===== src/rtl/consumatore_fifo_if.sv =====
// rtl/consumatore_fifo_if.sv - producer/pulse bundle for consumatore_fifo; abort exists only with ABORT_EN
interface consumatore_fifo_if #(
   parameter int W  = 8,
   parameter int AW = 2
) ();
   logic          eoc;
   logic [W-1:0]  numero;
   logic          soc;
   logic          out;
   logic [AW:0]   pending;
`ifdef ABORT_EN
   logic          abort;
`endif

   modport master (
      output eoc, numero,
`ifdef ABORT_EN
      output abort,
`endif
      input  soc, out, pending
   );

   modport slave (
      input  eoc, numero,
`ifdef ABORT_EN
      input  abort,
`endif
      output soc, out, pending
   );
endinterface


===== src/rtl/consumatore_fifo.sv =====
// rtl/consumatore_fifo.sv - soc/eoc count acquisition into a FIFO, concurrent N-cycle pulse emission
// Optional feature ABORT_EN: synchronous abort of the pulse in progress.
module consumatore_fifo #(
   parameter int W     = 8,
   parameter int DEPTH = 4,
   parameter int AW    = 2
) (
   input  logic              clock,
   input  logic              reset_,
   consumatore_fifo_if.slave bus
);
   localparam logic [1:0] A_REQ  = 2'd0;
   localparam logic [1:0] A_WAIT = 2'd1;
   localparam logic [1:0] A_HOLD = 2'd2;
   localparam logic [0:0] E_IDLE = 1'b0;
   localparam logic [0:0] E_RUN  = 1'b1;

   logic [1:0]    a_state;
   logic [0:0]    e_state;
   logic          soc_q;
   logic          out_q;
   logic [W-1:0]  cnt;
   logic [AW:0]   occ;
   logic [AW:0]   occ_next;
   logic [AW-1:0] wr_ptr;
   logic [AW-1:0] rd_ptr;
   logic [W-1:0]  mem [DEPTH];
   logic [W-1:0]  head;
   logic          push;
   logic          pop;
   logic          room;
   logic          abort;

`ifdef ABORT_EN
   assign abort = bus.abort;
`else
   assign abort = 1'b0;
`endif

   assign head = mem[rd_ptr];
   assign push = (a_state == A_WAIT) && bus.eoc;
   // an abort seen while idle holds the head in the FIFO for one more cycle
   assign pop  = (e_state == E_IDLE) && (occ != '0) && !abort;

   always_comb begin
      occ_next = occ;
      if (push && !pop) occ_next = occ + (AW+1)'(1);
      if (pop && !push) occ_next = occ - (AW+1)'(1);
   end

   // room is judged on the occupancy after this edge so soc reopens as soon as a pop lands
   assign room = int'(occ_next) < DEPTH;

   always_ff @(posedge clock or negedge reset_) begin
      if (!reset_) begin
         a_state <= A_REQ;
         soc_q   <= 1'b1;
      end else begin
         case (a_state)
            A_REQ: begin
               if (!bus.eoc) begin
                  soc_q   <= 1'b0;
                  a_state <= A_WAIT;
               end
            end
            A_WAIT: begin
               if (bus.eoc) begin
                  if (room) begin
                     soc_q   <= 1'b1;
                     a_state <= A_REQ;
                  end else begin
                     a_state <= A_HOLD;
                  end
               end
            end
            A_HOLD: begin
               if (room) begin
                  soc_q   <= 1'b1;
                  a_state <= A_REQ;
               end
            end
            default: begin
               soc_q   <= 1'b1;
               a_state <= A_REQ;
            end
         endcase
      end
   end

   always_ff @(posedge clock or negedge reset_) begin
      if (!reset_) begin
         wr_ptr <= '0;
         rd_ptr <= '0;
         occ    <= '0;
      end else begin
         if (push) wr_ptr <= wr_ptr + AW'(1);
         if (pop)  rd_ptr <= rd_ptr + AW'(1);
         occ <= occ_next;
      end
   end

   always_ff @(posedge clock) begin
      if (push) mem[wr_ptr] <= bus.numero;
   end

   always_ff @(posedge clock or negedge reset_) begin
      if (!reset_) begin
         e_state <= E_IDLE;
         out_q   <= 1'b0;
         cnt     <= '0;
      end else begin
         case (e_state)
            E_IDLE: begin
               if (pop) begin
                  cnt <= head;
                  if (head != '0) begin
                     out_q   <= 1'b1;
                     e_state <= E_RUN;
                  end
               end
            end
            E_RUN: begin
               if (abort) begin
                  out_q   <= 1'b0;
                  cnt     <= '0;
                  e_state <= E_IDLE;
               end else begin
                  cnt <= cnt - W'(1);
                  if (cnt == W'(1)) begin
                     out_q   <= 1'b0;
                     e_state <= E_IDLE;
                  end
               end
            end
            default: begin
               out_q   <= 1'b0;
               e_state <= E_IDLE;
            end
         endcase
      end
   end

   assign bus.soc     = soc_q;
   assign bus.out     = out_q;
   assign bus.pending = occ;
endmodule


===== src/flat_wrapper.sv =====
// flat-port wrapper written by rule: the top's interface ports become plain ports
module consumatore_fifo_flat 
#(
   parameter int W     = 8,
   parameter int DEPTH = 4,
   parameter int AW    = 2
)
  (clock, reset_, bus_eoc, bus_numero, bus_soc, bus_out, bus_pending);
  consumatore_fifo_if #(.W(W), .AW(AW)) bus_i ();
  input  logic clock;
  input  logic reset_;
  input wire logic [$bits(bus_i.eoc)-1:0] bus_eoc;
  input wire logic [$bits(bus_i.numero)-1:0] bus_numero;
  output wire logic [$bits(bus_i.soc)-1:0] bus_soc;
  output wire logic [$bits(bus_i.out)-1:0] bus_out;
  output wire logic [$bits(bus_i.pending)-1:0] bus_pending;
  assign bus_i.eoc = bus_eoc;
  assign bus_i.numero = bus_numero;
  assign bus_soc = bus_i.soc;
  assign bus_out = bus_i.out;
  assign bus_pending = bus_i.pending;
  consumatore_fifo #(.W(W), .DEPTH(DEPTH), .AW(AW)) u_core (.clock(clock), .reset_(reset_), .bus(bus_i));
endmodule

===== config.mk =====
export PLATFORM = sky130hd
export DESIGN_NAME = consumatore_fifo_flat
export DESIGN_NICKNAME = d
export VERILOG_FILES = /design/src/rtl/consumatore_fifo_if.sv /design/src/rtl/consumatore_fifo.sv /design/src/flat_wrapper.sv
export SDC_FILE = /design/constraint.sdc
export NUM_CORES = 1
export LEC_CHECK = 0
export CAP_MARGIN = 20
export CORE_MARGIN = 5
export CORE_UTILIZATION = 40
export DETAILED_ROUTE_END_ITERATION = 7
export SKIP_CTS_REPAIR_TIMING = 1
export SLEW_MARGIN = 20
export SYNTH_ARGS = -nofsm -noshare
export SYNTH_HDL_FRONTEND = slang
export SYNTH_SLANG_ARGS = --single-unit

===== constraint.sdc =====
create_clock -name clock -period 5.4 [get_ports clock]
set_input_delay 1.08 -clock clock [delete_from_list [all_inputs] [get_ports clock]]
set_output_delay 1.08 -clock clock [all_outputs]
set_load 0.01 [all_outputs]

==> results.sh, run 1 <==
export IMPL_p_leak_nw=1.04
export IMPL_synth_edf_count=32
export IMPL_p_clk_share_pct=19.1
export IMPL_io_buffers=15
export IMPL_gp_congestion=0.734
export IMPL_clk_pin_slew_worst_paths_ns=0.09
export IMPL_fill_cells=512
export IMPL_nets=219
export IMPL_ant_nets=0
export IMPL_multi_input_area_um2=891
export IMPL_synth_top_cell_area_share_pct=39.4
export IMPL_maxCapViolCount=0
export IMPL_cts_root_buffer="clkbuf_8"
export IMPL_cp_max_fo=9
export IMPL_hold_viol=0
export IMPL_drt_iter0_drc=73
export IMPL_combPwrFrac_pct=35.2
export IMPL_dieArea_mm2=0.00776
export IMPL_status="finished, final reports clean"
export IMPL_fin_worst_skew_ns=0.00726
export IMPL_vdd_drop_max_uv=208
export IMPL_core_area_mm2=0.00592
export IMPL_start_util_pct=41.2
export IMPL_grt_total_usage_pct=12.3
export IMPL_slew_headroom_pct=63.3
export IMPL_p_seq_share_pct=45.7
export IMPL_num_vias=1433
export IMPL_synthTopCellsByArea="edfxtp_1 39%, dfrtp_1 19%, ha_1 7.2%, mux4_2 5.5%, nand2_1 2.3%"
export IMPL_grt_overflow_total=0
export IMPL_crit_start="bus_eoc"
export IMPL_final_cells=270
export IMPL_period_share_pct=54.4
export IMPL_synthFlopType="edfxtp_1"
export IMPL_clk_latency_ns=0.30
export IMPL_place_inst=262
export IMPL_swShare_pct=34.4
export IMPL_hold_start="u_core.bus.out"
export IMPL_p_int_mw=0.898
export IMPL_syn_to_final_growth_pct=12.9
export IMPL_clk_path_buf_depth=2
export IMPL_cp_required_ns=5.60
export IMPL_tritoncts="built"
export IMPL_regArea_mm2=0.00146
export IMPL_cp_cell_sequence="clkdlybuf4s50_1, nand2_1, ha_1, and2_1, nor3_2, o32ai_1, a22o_1"
export IMPL_powerDensity_mw_per_mm2=497
export IMPL_die_h_um=88.1
export IMPL_finalSetupTns_ns=0
export IMPL_io_pins=16
export IMPL_setup_violations_final=0
export IMPL_postSynthCellCount=179
export IMPL_ys_ff_latch=52
export IMPL_cp_slowest_cell="clkdlybuf4s50_1"
export IMPL_wirelength_um=4280
export IMPL_first_pass_iters=4
export IMPL_avgSynthCellArea_um2=13.6
export IMPL_async_flop_share_pct=38.5
export IMPL_grt_max_degree=21
export IMPL_p_total_mw=1.37
export IMPL_row_count=28
export IMPL_viasPerCell=5.31
export IMPL_maxSlewViolCount=0
export IMPL_first_global_vias=1466
export IMPL_hold_ws_ns=0.498
export IMPL_synth_fp_nets=204
export IMPL_cts_sinks=52
export IMPL_grt_pass1_wl_um=7120
export IMPL_drive_above_1_share_pct=10.8
export IMPL_p_switching_mw=0.471
export IMPL_fin_util_pct=46.5
export IMPL_critPathCaptureType="flop"
export IMPL_die_w_um=88.1
export IMPL_r2r_start="u_core.bus.pending[0]"
export IMPL_numCtsBuffers=5
export IMPL_hpwlAfterDp_um=3130
export IMPL_yosysTopAreaCell="edfxtp_1"
export IMPL_htree_levels=2
export IMPL_worst_pin_slew_ns=0.546
export IMPL_rsz0062_at_grt="false"
export IMPL_worst_ep_arrival_time_ns=3.14
export IMPL_n_antenna_cell=0
export IMPL_period_minus_slack_ns=2.94
export IMPL_synth_cell_area_mm2=0.00244
export IMPL_seq_area_frac_synth_pct=60.0
export IMPL_fmax_ghz=0.341
export IMPL_drc=0
export IMPL_yosysUniqueCellTypes=45
export IMPL_yosysMostFrequentCell="edfxtp_1"
export IMPL_wire_per_inst_um=15.8
export IMPL_synthTopCellsByCount="32 x edfxtp_1, 19 x dfrtp_1, 15 x nand2_1"
export IMPL_yosys_warnings=0
export IMPL_path_class="in2reg"
export IMPL_worst_hold_path_type="reg2reg"
export IMPL_max_stage_delay_ns=0.63
export IMPL_antenna_found_initial=0
export IMPL_startpoint_type="input port"
-- cell type report --
| cell class | instances | area share, % |
|---|---|---|
| clock buffers | 5 | 2.50 |
| well taps | 75 | 3.41 |
| repair buffers | 15 | 5.27 |
| multi-input cells | 107 | 32.4 |
| clock inverters | 3 | 1.55 |
| inverters | 13 | 1.77 |
| flip-flops and latches | 52 | 53.1 |
-- through the flow --
| stage | instance area, um2 | worst slack, ns |
|---|---|---|
| 2_1_floorplan | 2440 | 2.77 |
| 3_3_place_gp | 2650 | 2.29 |
| 3_5_place_dp | 2650 | 2.16 |
| 4_1_cts | 2760 | 2.48 |
| 5_1_grt | 2750 | 2.29 |
| 6_report | 2750 | 2.46 |
-- power groups by stage --
stage / Combinational, mW / Clock (mW) / Sequential, mW
5_1_grt: 0.538 / 0.284 / 0.644
4_1_cts: 0.487 / 0.266 / 0.629
6_report: 0.482 / 0.261 / 0.626
3_5_place_dp: 0.485 / 0 / 0.637
2_1_floorplan: 0.398 / 0 / 0.586
3_3_place_gp: 0.471 / 0 / 0.630
-- worst max-delay path: cells and delay by family --
| kind | cells | cell delay (ns) |
|---|---|---|
| and+or+nand+nor | 3 | 0.75 |
| buffers and inverters | 1 | 0.63 |
| AOI/OAI and AO/OA | 2 | 0.43 |
| adders and majority gates | 1 | 0.25 |
-- kinds of logic after synthesis --
| group | Yosys count | synth area share, % |
|---|---|---|
| XOR/XNOR | 3 | 1.08 |
| AO/OA/AOI/OAI | 35 | 9.95 |
| adder cells (fa/ha/maj) | 14 | 7.18 |
| AND/OR/NAND/NOR | 44 | 9.29 |
| buffers and inverters | 20 | 3.49 |
| flip-flops | 52 | 60.0 |
| multiplexers | 11 | 9.03 |
-- layer usage --
| metal | up-vias | GRT usage (%) | wire, um |
|---|---|---|---|
| li1 | 692 | - | - |
| met1 | 709 | 15.5 | 1880 |
| met2 | 27 | 20.4 | 2180 |
| met3 | 5 | 3.57 | 165 |
| met4 | 0 | 3.85 | 54 |
| met5 | - | 0 | 0 |
-- placed cells by master, fill, tap and decap left out, types with 3 or more instances in the layout --
master | netlist | routed
xnor2_1 | 3 | 3
edfxtp_1 | 32 | 32
a21oi_1 | 6 | 6
mux4_2 | 6 | 6
dfrtp_1 | 19 | 19
inv_1 | 12 | 12
o211ai_1 | 3 | 3
nor4_1 | 3 | 3
o31ai_1 | 5 | 5
nor2_1 | 10 | 10
clkbuf_8 | 0 | 5
clkdlybuf4s50_1 | 0 | 14
o21ai_0 | 5 | 5
and3_1 | 4 | 4
nand2_1 | 15 | 15
ha_1 | 14 | 14
-- path summary, 6_finish.rpt --
| path | endpoint | slack [ns] | cells after the start |
|---|---|---|---|
| max in group asynchronous | u_core.bus.soc | 4.33 | 1 |
| max reg2reg | u_core.a_state[1] | 2.73 | 10 |
| min reg2reg | u_core.bus.out | 0.50 | 1 |
| min | u_core.bus.out | 0.50 | 1 |
| max | u_core.a_state[1] | 2.46 | 7 |
| min in group asynchronous | u_core.bus.pending[2] | 0.72 | 1 |
-- sequential cells by signal (all words and copies together) (netlist names) --
signal / cells
u_core.a_state: 2
u_core.bus.out: 1
u_core.bus.soc: 1
u_core.mem: 32
u_core.bus.pending: 3
u_core.rd_ptr: 2
u_core.e_state: 1
u_core.wr_ptr: 2
u_core.cnt: 8
No activity file was read; power rests on OpenSTA's default activity.
==> run 2, diff against run 1 <==
- clock period: 5.4 -> 2.6 ns (I/O delays scaled with it)
==> run 2 against run 1 <==
Compared with the run above: clock skew up 0.00079 ns; core utilization rose by 0.27 points; sequential cell count unchanged; via count grew 2.1%; non-clock buffer count rose by 5; sequential share of layout area shrank 0.31 points; final area rose by 0.59%; combinational power rose by 120%; die area unchanged; highest routed layer unchanged; wire length is 2.9% higher.
==> results.sh, run 2 (synthesis gave the netlist of run 1 again) <==
export IMPL_hold_viol=0
export IMPL_numCtsBuffers=5
export IMPL_p_int_mw=1.79
export IMPL_period_minus_slack_ns=2.40
export IMPL_p_leak_nw=1.05
export IMPL_clk_latency_ns=0.31
export IMPL_fin_util_pct=46.8
export IMPL_dieArea_mm2=0.00776
export IMPL_critPathCaptureType="flop"
export IMPL_core_area_mm2=0.00592
export IMPL_setup_violations_final=0
export IMPL_drive_above_1_share_pct=11.5
export IMPL_final_cell_mix="32 x edfxtp_1, 19 x dfrtp_1, 15 x nand2_1, 15 x clkdlybuf4s50_1, 14 x ha_1"
export IMPL_maxSlewViolCount=0
export IMPL_place_ws_ns=0.133
export IMPL_ant_nets=0
export IMPL_top_register="u_core.mem"
export IMPL_met3_usage_pct=2.82
export IMPL_grt_max_degree=21
export IMPL_num_vias=1463
export IMPL_first_pass_iters=4
export IMPL_mostFrequentLayoutCell="edfxtp_1"
export IMPL_setup_slack_ns=0.199
export IMPL_largest_reg_flops=32
export IMPL_io_pins=16
export IMPL_swShare_pct=35.4
export IMPL_wire_per_inst_um=16.0
export IMPL_cp_required_ns=2.80
export IMPL_status="finished, final reports clean"
export IMPL_clk_pin_slew_worst_paths_ns=0.09
export IMPL_drt_iter0_drc=70
export IMPL_htree_levels=2
export IMPL_antenna_found_initial=0
export IMPL_grt_overflow_total=0
export IMPL_die_w_um=88.1
export IMPL_hpwlAfterDp_um=3150
export IMPL_p_clk_share_pct=16.2
export IMPL_start_util_pct=41.2
export IMPL_vdd_drop_max_uv=470
export IMPL_wirelength_um=4400
export IMPL_met1_usage_pct=16.5
export IMPL_startpoint_type="flop"
export IMPL_powerDensity_mw_per_mm2=1000
export IMPL_finalSetupTns_ns=0
export IMPL_viasPerCell=5.32
export IMPL_maxCapViolCount=0
export IMPL_met2_usage_pct=21.4
export IMPL_p_total_mw=2.78
export IMPL_drc=0
export IMPL_row_count=28
export IMPL_fin_worst_skew_ns=0.00805
export IMPL_worst_hold_path_type="reg2reg"
export IMPL_clk_path_buf_depth=2
export IMPL_die_h_um=88.1
export IMPL_p_switching_mw=0.983
export IMPL_n_antenna_cell=0
export IMPL_cp_max_fo=7
export IMPL_io_buffers=15
export IMPL_cts_sinks=52
export IMPL_nets=224
export IMPL_grt_pass1_wl_um=7640
export IMPL_slew_headroom_pct=63.3
export IMPL_rsz0062_at_grt="false"
export IMPL_hold_ws_ns=0.480
export IMPL_path_class="reg2reg"
export IMPL_busiest_layer="met2"
export IMPL_worst_ep_arrival_time_ns=2.60
export IMPL_first_global_vias=1596
export IMPL_gp_congestion=0.738
export IMPL_syn_to_final_growth_pct=13.5
export IMPL_period_share_pct=92.4
export IMPL_grt_total_usage_pct=13.0
export IMPL_fmax_ghz=0.416
export IMPL_worst_pin_slew_ns=0.545
export IMPL_tritoncts="built"
export IMPL_p_seq_share_pct=46.2
export IMPL_combPwrFrac_pct=37.6
export IMPL_cts_root_buffer="clkbuf_8"
## run 2: cell count changes in the layout (fill, tap and decap cells not counted)
cell / before / now
buf_2: 1 / 0
buf_4: 0 / 5
bufinv_16: 1 / 0
clkbuf_1: 0 / 1
clkdlybuf4s50_1: 14 / 15
clkinv_1: 0 / 1
clkinv_2: 1 / 0
clkinv_4: 0 / 1
clkinvlp_4: 1 / 0
## run 2: power by group through the flow
stage	Combinational, mW	Clock (mW)	Sequential [mW]
global placement	1.02	0	1.29
finish	1.04	0.449	1.28
detailed placement	1.05	0	1.30
floorplan	0.827	0	1.22
CTS	1.06	0.463	1.29
global route	1.17	0.495	1.33
## run 2: routing by layer
layer / part of all wire, % / routed length, um
met4: 1.7 / 74
met5: 0 / 0
met2: 50 / 2190
met3: 2.7 / 120
met1: 46 / 2020
## run 2: final cells by class
cell class / count / area (um2)
Sequential cell: 52 / 1460
Clock inverter: 2 / 12.5
Timing Repair Buffer: 20 / 188
Tap cell: 75 / 93.8
Inverter: 13 / 48.8
Clock buffer: 6 / 72.6
Fill cell: 539 / 3150
Multi-Input combinational cell: 107 / 891
## run 2: path summary, 6_finish.rpt
kind                                       startpoint                end  slack (ns)  depth (start not counted)
min in group asynchronous                      reset_      u_core.cnt[5]        0.56                          2
worst max-delay path            u_core.bus.pending[0]  u_core.a_state[1]        0.20                         10
worst min-delay path                   u_core.bus.out     u_core.bus.out        0.48                          1
worst max register to register  u_core.bus.pending[0]  u_core.a_state[1]        0.20                         10
worst min register to register         u_core.bus.out     u_core.bus.out        0.48                          1
max in group asynchronous                      reset_     u_core.bus.soc        1.76                          2
## run 2: stage by stage
step,instance area (um2),instances
floorplan,2440,179
global placement,2680,267
detailed placement,2680,267
CTS,2770,275
global route,2770,275
finish,2770,275
## run 2: critical path: stages, from the launching register on
cell	delay [ns]
dfrtp_1	0.43
inv_1	0.09
ha_1	0.20
nand2b_1	0.09
nand2b_1	0.11
inv_2	0.16
ha_1	0.24
and3b_1	0.22
nor3_2	0.34
o32ai_1	0.18
a22o_1	0.24
==> patch 1 (settings of run 2) <==
`AW` is set to 2 in 3 places; all go to 1.
--- a/src/rtl/consumatore_fifo_if.sv
+++ b/src/rtl/consumatore_fifo_if.sv
@@ -1,7 +1,7 @@
 // rtl/consumatore_fifo_if.sv - producer/pulse bundle for consumatore_fifo; abort exists only with ABORT_EN
 interface consumatore_fifo_if #(
    parameter int W  = 8,
-   parameter int AW = 2
+   parameter int AW = 1
 ) ();
    logic          eoc;
    logic [W-1:0]  numero;
--- a/src/rtl/consumatore_fifo.sv
+++ b/src/rtl/consumatore_fifo.sv
@@ -3,7 +3,7 @@
 module consumatore_fifo #(
    parameter int W     = 8,
    parameter int DEPTH = 4,
-   parameter int AW    = 2
+   parameter int AW    = 1
 ) (
    input  logic              clock,
    input  logic              reset_,
--- a/src/flat_wrapper.sv
+++ b/src/flat_wrapper.sv
@@ -3,7 +3,7 @@
 #(
    parameter int W     = 8,
    parameter int DEPTH = 4,
-   parameter int AW    = 2
+   parameter int AW    = 1
 )
   (clock, reset_, bus_eoc, bus_numero, bus_soc, bus_out, bus_pending);
   consumatore_fifo_if #(.W(W), .AW(AW)) bus_i ();
Ports: changed (resized bus_pending); port bits go from 16 to 15. The function was not compared with the original's and may differ.
==> patch 1 against run 2 <==
Wire length decreased by 42%; clock power is 39% lower; final area is 39% lower; area after synthesis decreased by 41%; non-clock buffer count shrank 5; setup slack improved by 0.40 ns; highest routed layer unchanged; synthesized cell count decreased by 38%; power decreased by 35%; via count down 37%; sequential cell count is 20 lower.
==> patch 1: results (changes against run 2) <==
result of the run: finished, final reports clean
maximum fanout encountered on the critical timing path: 11 (+4)
total length of routed met2 wires: 1230 um (-44%)
syn nets: 126 (-38%)
post-synthesis sequential area ratio: 61.5% (+1.5 points)
number of cells in the finished layout apart from fillers: 178 (-35%)
post-synthesis share of cell area spent on full adders, half adders and majority gates: 3.49% (-3.7 points)
arrival time of data at the critical path endpoint: 2.22 ns (-0.38 ns)
core occupancy in the finished layout: 49.3% (+2.6 points)
fraction of registers with async set or reset after synthesis: 50.0% (+12 points)
GR met1 Demand/Resource: 15.1% (-1.4 points)
count of sequential standard cells: 32 (-38%)
kind of cell with the highest combined delay on the critical path: flip-flops
root cell of the clock tree: sky130_fd_sc_hd__clkbuf_4
Area contributors post-synth: sky130_fd_sc_hd__edfxtp_1 (34%), sky130_fd_sc_hd__dfrtp_1 (26%), sky130_fd_sc_hd__mux2i_1 (7.7%), sky130_fd_sc_hd__ha_1 (3.5%), sky130_fd_sc_hd__a21oi_1 (3.1%)
Finished Cell Area: 1690 um2 (-39%)
switching power as a share of total power: 36.4% (+1.1 points)
peak ir drop on the vdd network: 0.404 mV (-14%)
max reg flops: 16 (-50%)
first-pass GRT wire length: 4490 um (-41%)
insertion delay of the later-clocked pin in the worst-skew pair: 0.33 ns (+0.02 ns)
vias in the first global route: 959 (-40%)
Final period util: 76.8% (-16 points)
number of unique standard cell types used by synthesis: 32 (-29%)
non-clock inverter count in the final layout: 6 (-7)
number of cells after detailed placement: 170 (-36%)
endpoint of the most critical register-to-register path: u_core.bus.pending[1]
final routed wirelength across all metal layers: 2570 um (-42%)
most frequent cells after synthesis: sky130_fd_sc_hd__edfxtp_1 (16), sky130_fd_sc_hd__dfrtp_1 (15), sky130_fd_sc_hd__mux2i_1 (11), sky130_fd_sc_hd__nor2_1 (10), sky130_fd_sc_hd__a21oi_1 (9)
gpl congestion: 0.866 (+17%)
Signal buffers: 15 (-25%)
number of instances in the synthesized netlist: 111 (-38%)
met1 wire length: 1180 um (-42%)
EDFF count, synth: 16 (-50%)
Worst Hold Slack: 0.489 ns (+0.00937 ns)
Final clock-cell share: 3.34% (+0.27 points)
Clock power frac: 15.2% (-1.0 points)
Cell Area, Placed: 1630 um2 (-39%)
Worst Reg2Reg Path Length in Cells: 7 (-3)
proportion of cell area occupied by multi-input gates: 30.8% (-1.4 points)
non-clock buffer contribution to total cell area: 8.76% (+2.0 points)
iteration-0 DRC count of the detailed router: 63 (-10%)
Multi-Input Combinational: 71 (-34%)
mux contribution to synthesized area: 8.46% (-0.57 points)
synthesized-area fraction occupied by xor and xnor cells: 4.28% (+3.2 points)
met3 routed WL: 104 um (-13%)
leakage power summed over all cells: 0.000643 uW (-39%)
setup skew after layout: 0.00381 ns (-0.00424 ns)
GRT met3 Usage: 3.16% (+0.33 points)
[patch 1: cell count changes in the layout (fill, tap and decap cells not counted), sizes merged, moves of 5 or more]
cell,delta
nand2,-13
edfxtp,-16
mux4,-8
o21ai,-5
inv,-7
mux2i,+10
ha,-10
o31ai,-5
[patch 1: worst reg2reg max path: stages (launching register included)]
cell and delay [ns]:
sky130_fd_sc_hd__dfrtp_1 0.57, sky130_fd_sc_hd__inv_1 0.18, sky130_fd_sc_hd__o21ai_0 0.28, sky130_fd_sc_hd__inv_1 0.23
sky130_fd_sc_hd__ha_1 0.27, sky130_fd_sc_hd__xnor2_1 0.16, sky130_fd_sc_hd__nor2_1 0.06, sky130_fd_sc_hd__xor2_1 0.14
[patch 1: kinds of logic after synthesis]
group	Yosys count
and+or+nand+nor	26
xor gates and xnor gates	7
adders and majority gates	4
muxes	12
AOI/OAI and AO/OA	22
buffers and inverters	8
DFF	32
==> patch 2 (config.mk and constraints of run 2) <==
Without the edit above. Make the reset (`reset_`) synchronous in 3 clocked blocks.
--- a/src/rtl/consumatore_fifo.sv
+++ b/src/rtl/consumatore_fifo.sv
@@ -51,7 +51,7 @@
    // room is judged on the occupancy after this edge so soc reopens as soon as a pop lands
    assign room = int'(occ_next) < DEPTH;
 
-   always_ff @(posedge clock or negedge reset_) begin
+   always_ff @(posedge clock) begin
       if (!reset_) begin
          a_state <= A_REQ;
          soc_q   <= 1'b1;
@@ -87,7 +87,7 @@
       end
    end
 
-   always_ff @(posedge clock or negedge reset_) begin
+   always_ff @(posedge clock) begin
       if (!reset_) begin
          wr_ptr <= '0;
          rd_ptr <= '0;
@@ -103,7 +103,7 @@
       if (push) mem[wr_ptr] <= bus.numero;
    end
 
-   always_ff @(posedge clock or negedge reset_) begin
+   always_ff @(posedge clock) begin
       if (!reset_) begin
          e_state <= E_IDLE;
          out_q   <= 1'b0;
Check against the original RTL: differs if reset_ is asserted again (counterexample within 4 cycles, from zero or initial values and one cycle with reset_ low); with reset_ held inactive, the same outputs for 10 cycles.
==> patch 2 against run 2 <==
Clock skew about the same; sequential cell count up 2; critical path depth unchanged; die area down 2.5%; hold slack better by 0.0013 ns; core utilization up 0.32 points; power down 5.8%; final cell count up 1.1%; area after synthesis down 2.9%; first-iteration DRC count down 37%; wire length down 3.7%; setup slack worse by 0.069 ns; final area down 0.50%; sequential power down 11%.
==> patch 2: results (changes against run 2) <==
cell at the slowest stage of the critical path: sky130_fd_sc_hd__dfxtp_2
first-pass GRT wire length: 7020 um (-8.1%)
gpl congestion: 0.780 (+5.8%)
final routed wirelength across all metal layers: 4240 um (-3.7%)
maximum fanout encountered on the critical timing path: 8 (+1)
number of cells after detailed placement: 269 (+0.75%)
number of cells in the finished layout apart from fillers: 278 (+1.1%)
setup skew after layout: 0.00784 ns (-0.000216 ns)
post-synthesis sequential area ratio: 59.2% (-0.81 points)
non-clock inverter count in the final layout: 11 (-2)
DP Worst Slack: 0.0377 ns (-0.0954 ns)
reported combinational group power: 986 uW (-5%)
fraction of layout cells with a size suffix above 1: 14.3% (+2.8 points)
DP HPWL: 3180 um (+0.90%)
highest cell delay on the worst timing path: 0.36 ns (-0.07 ns)
pin count of the biggest net entering global routing: 20 (-4.8%)
switching power as a share of total power: 33.7% (-1.6 points)
cell internal power dissipation: 1730 uW (-3.5%)
Area contributors post-synth: sky130_fd_sc_hd__edfxtp_1 (41%), sky130_fd_sc_hd__dfxtp_1 (19%), sky130_fd_sc_hd__ha_1 (7.4%), sky130_fd_sc_hd__mux4_2 (4.8%), sky130_fd_sc_hd__mux4_1 (3.3%)
mux contribution to synthesized area: 10.4% (+1.3 points)
Core Box Area: 5850 um2 (-1.2%)
number of nets in the final layout: 227 (+1.3%)
proportion of cell area occupied by multi-input gates: 33.5% (+1.3 points)
Synth Area in Compound Gates: 7.03% (-2.9 points)
Slew @ Worst Pin: 0.660 ns (+0.115 ns)
Final clock-cell share: 3.54% (+0.47 points)
Signal buffers: 21 (+5.0%)
result of the run: finished, final reports clean
fill cell total of the finished layout: 528 (-2.0%)
Cell Area, Placed: 2630 um2 (-2.0%)
Clk power: 491 uW (+9.4%)
count of sequential standard cells: 54 (+3.8%)
peak ir drop on the vdd network: 0.419 mV (-11%)
Multi-Input Combinational: 109 (+1.9%)
total routing usage reported by global routing: 11.9% (-1.1 points)
core occupancy in the finished layout: 47.1% (+0.32 points)
fraction of standard cell area that is sequential: 51.0% (-1.9 points)
iteration-0 DRC count of the detailed router: 44 (-37%)
==> patch 2: layer usage <==
metal  track usage [%]  wire [um]  vias up
met2              21.3       2280       25
met4              4.25         52        0
met1              14.0       1780      703
li1                  -          -      719
met3              2.37        136        6
met5                 0          0        -
==> patch 2: critical path: cells and delay by family (launching register included) <==
family	cells	cell delay, ns
AO/OA/AOI/OAI	1	0.19
adder cells (fa/ha/maj)	2	0.39
multiplexers	1	0.33
flip-flops	1	0.36
AND/OR/NAND/NOR	4	0.95
buffers and inverters	2	0.12
==> patch 2: final timing paths <==
kind	slack (ns)	cells after the start	startpoint	end
setup / recovery	0.13	10	u_core.bus.pending[0]	u_core.bus.soc
hold / removal	0.48	2	u_core.bus.out	u_core.bus.out
setup reg to reg	0.13	10	u_core.bus.pending[0]	u_core.bus.soc
hold reg to reg	0.48	2	u_core.bus.out	u_core.bus.out
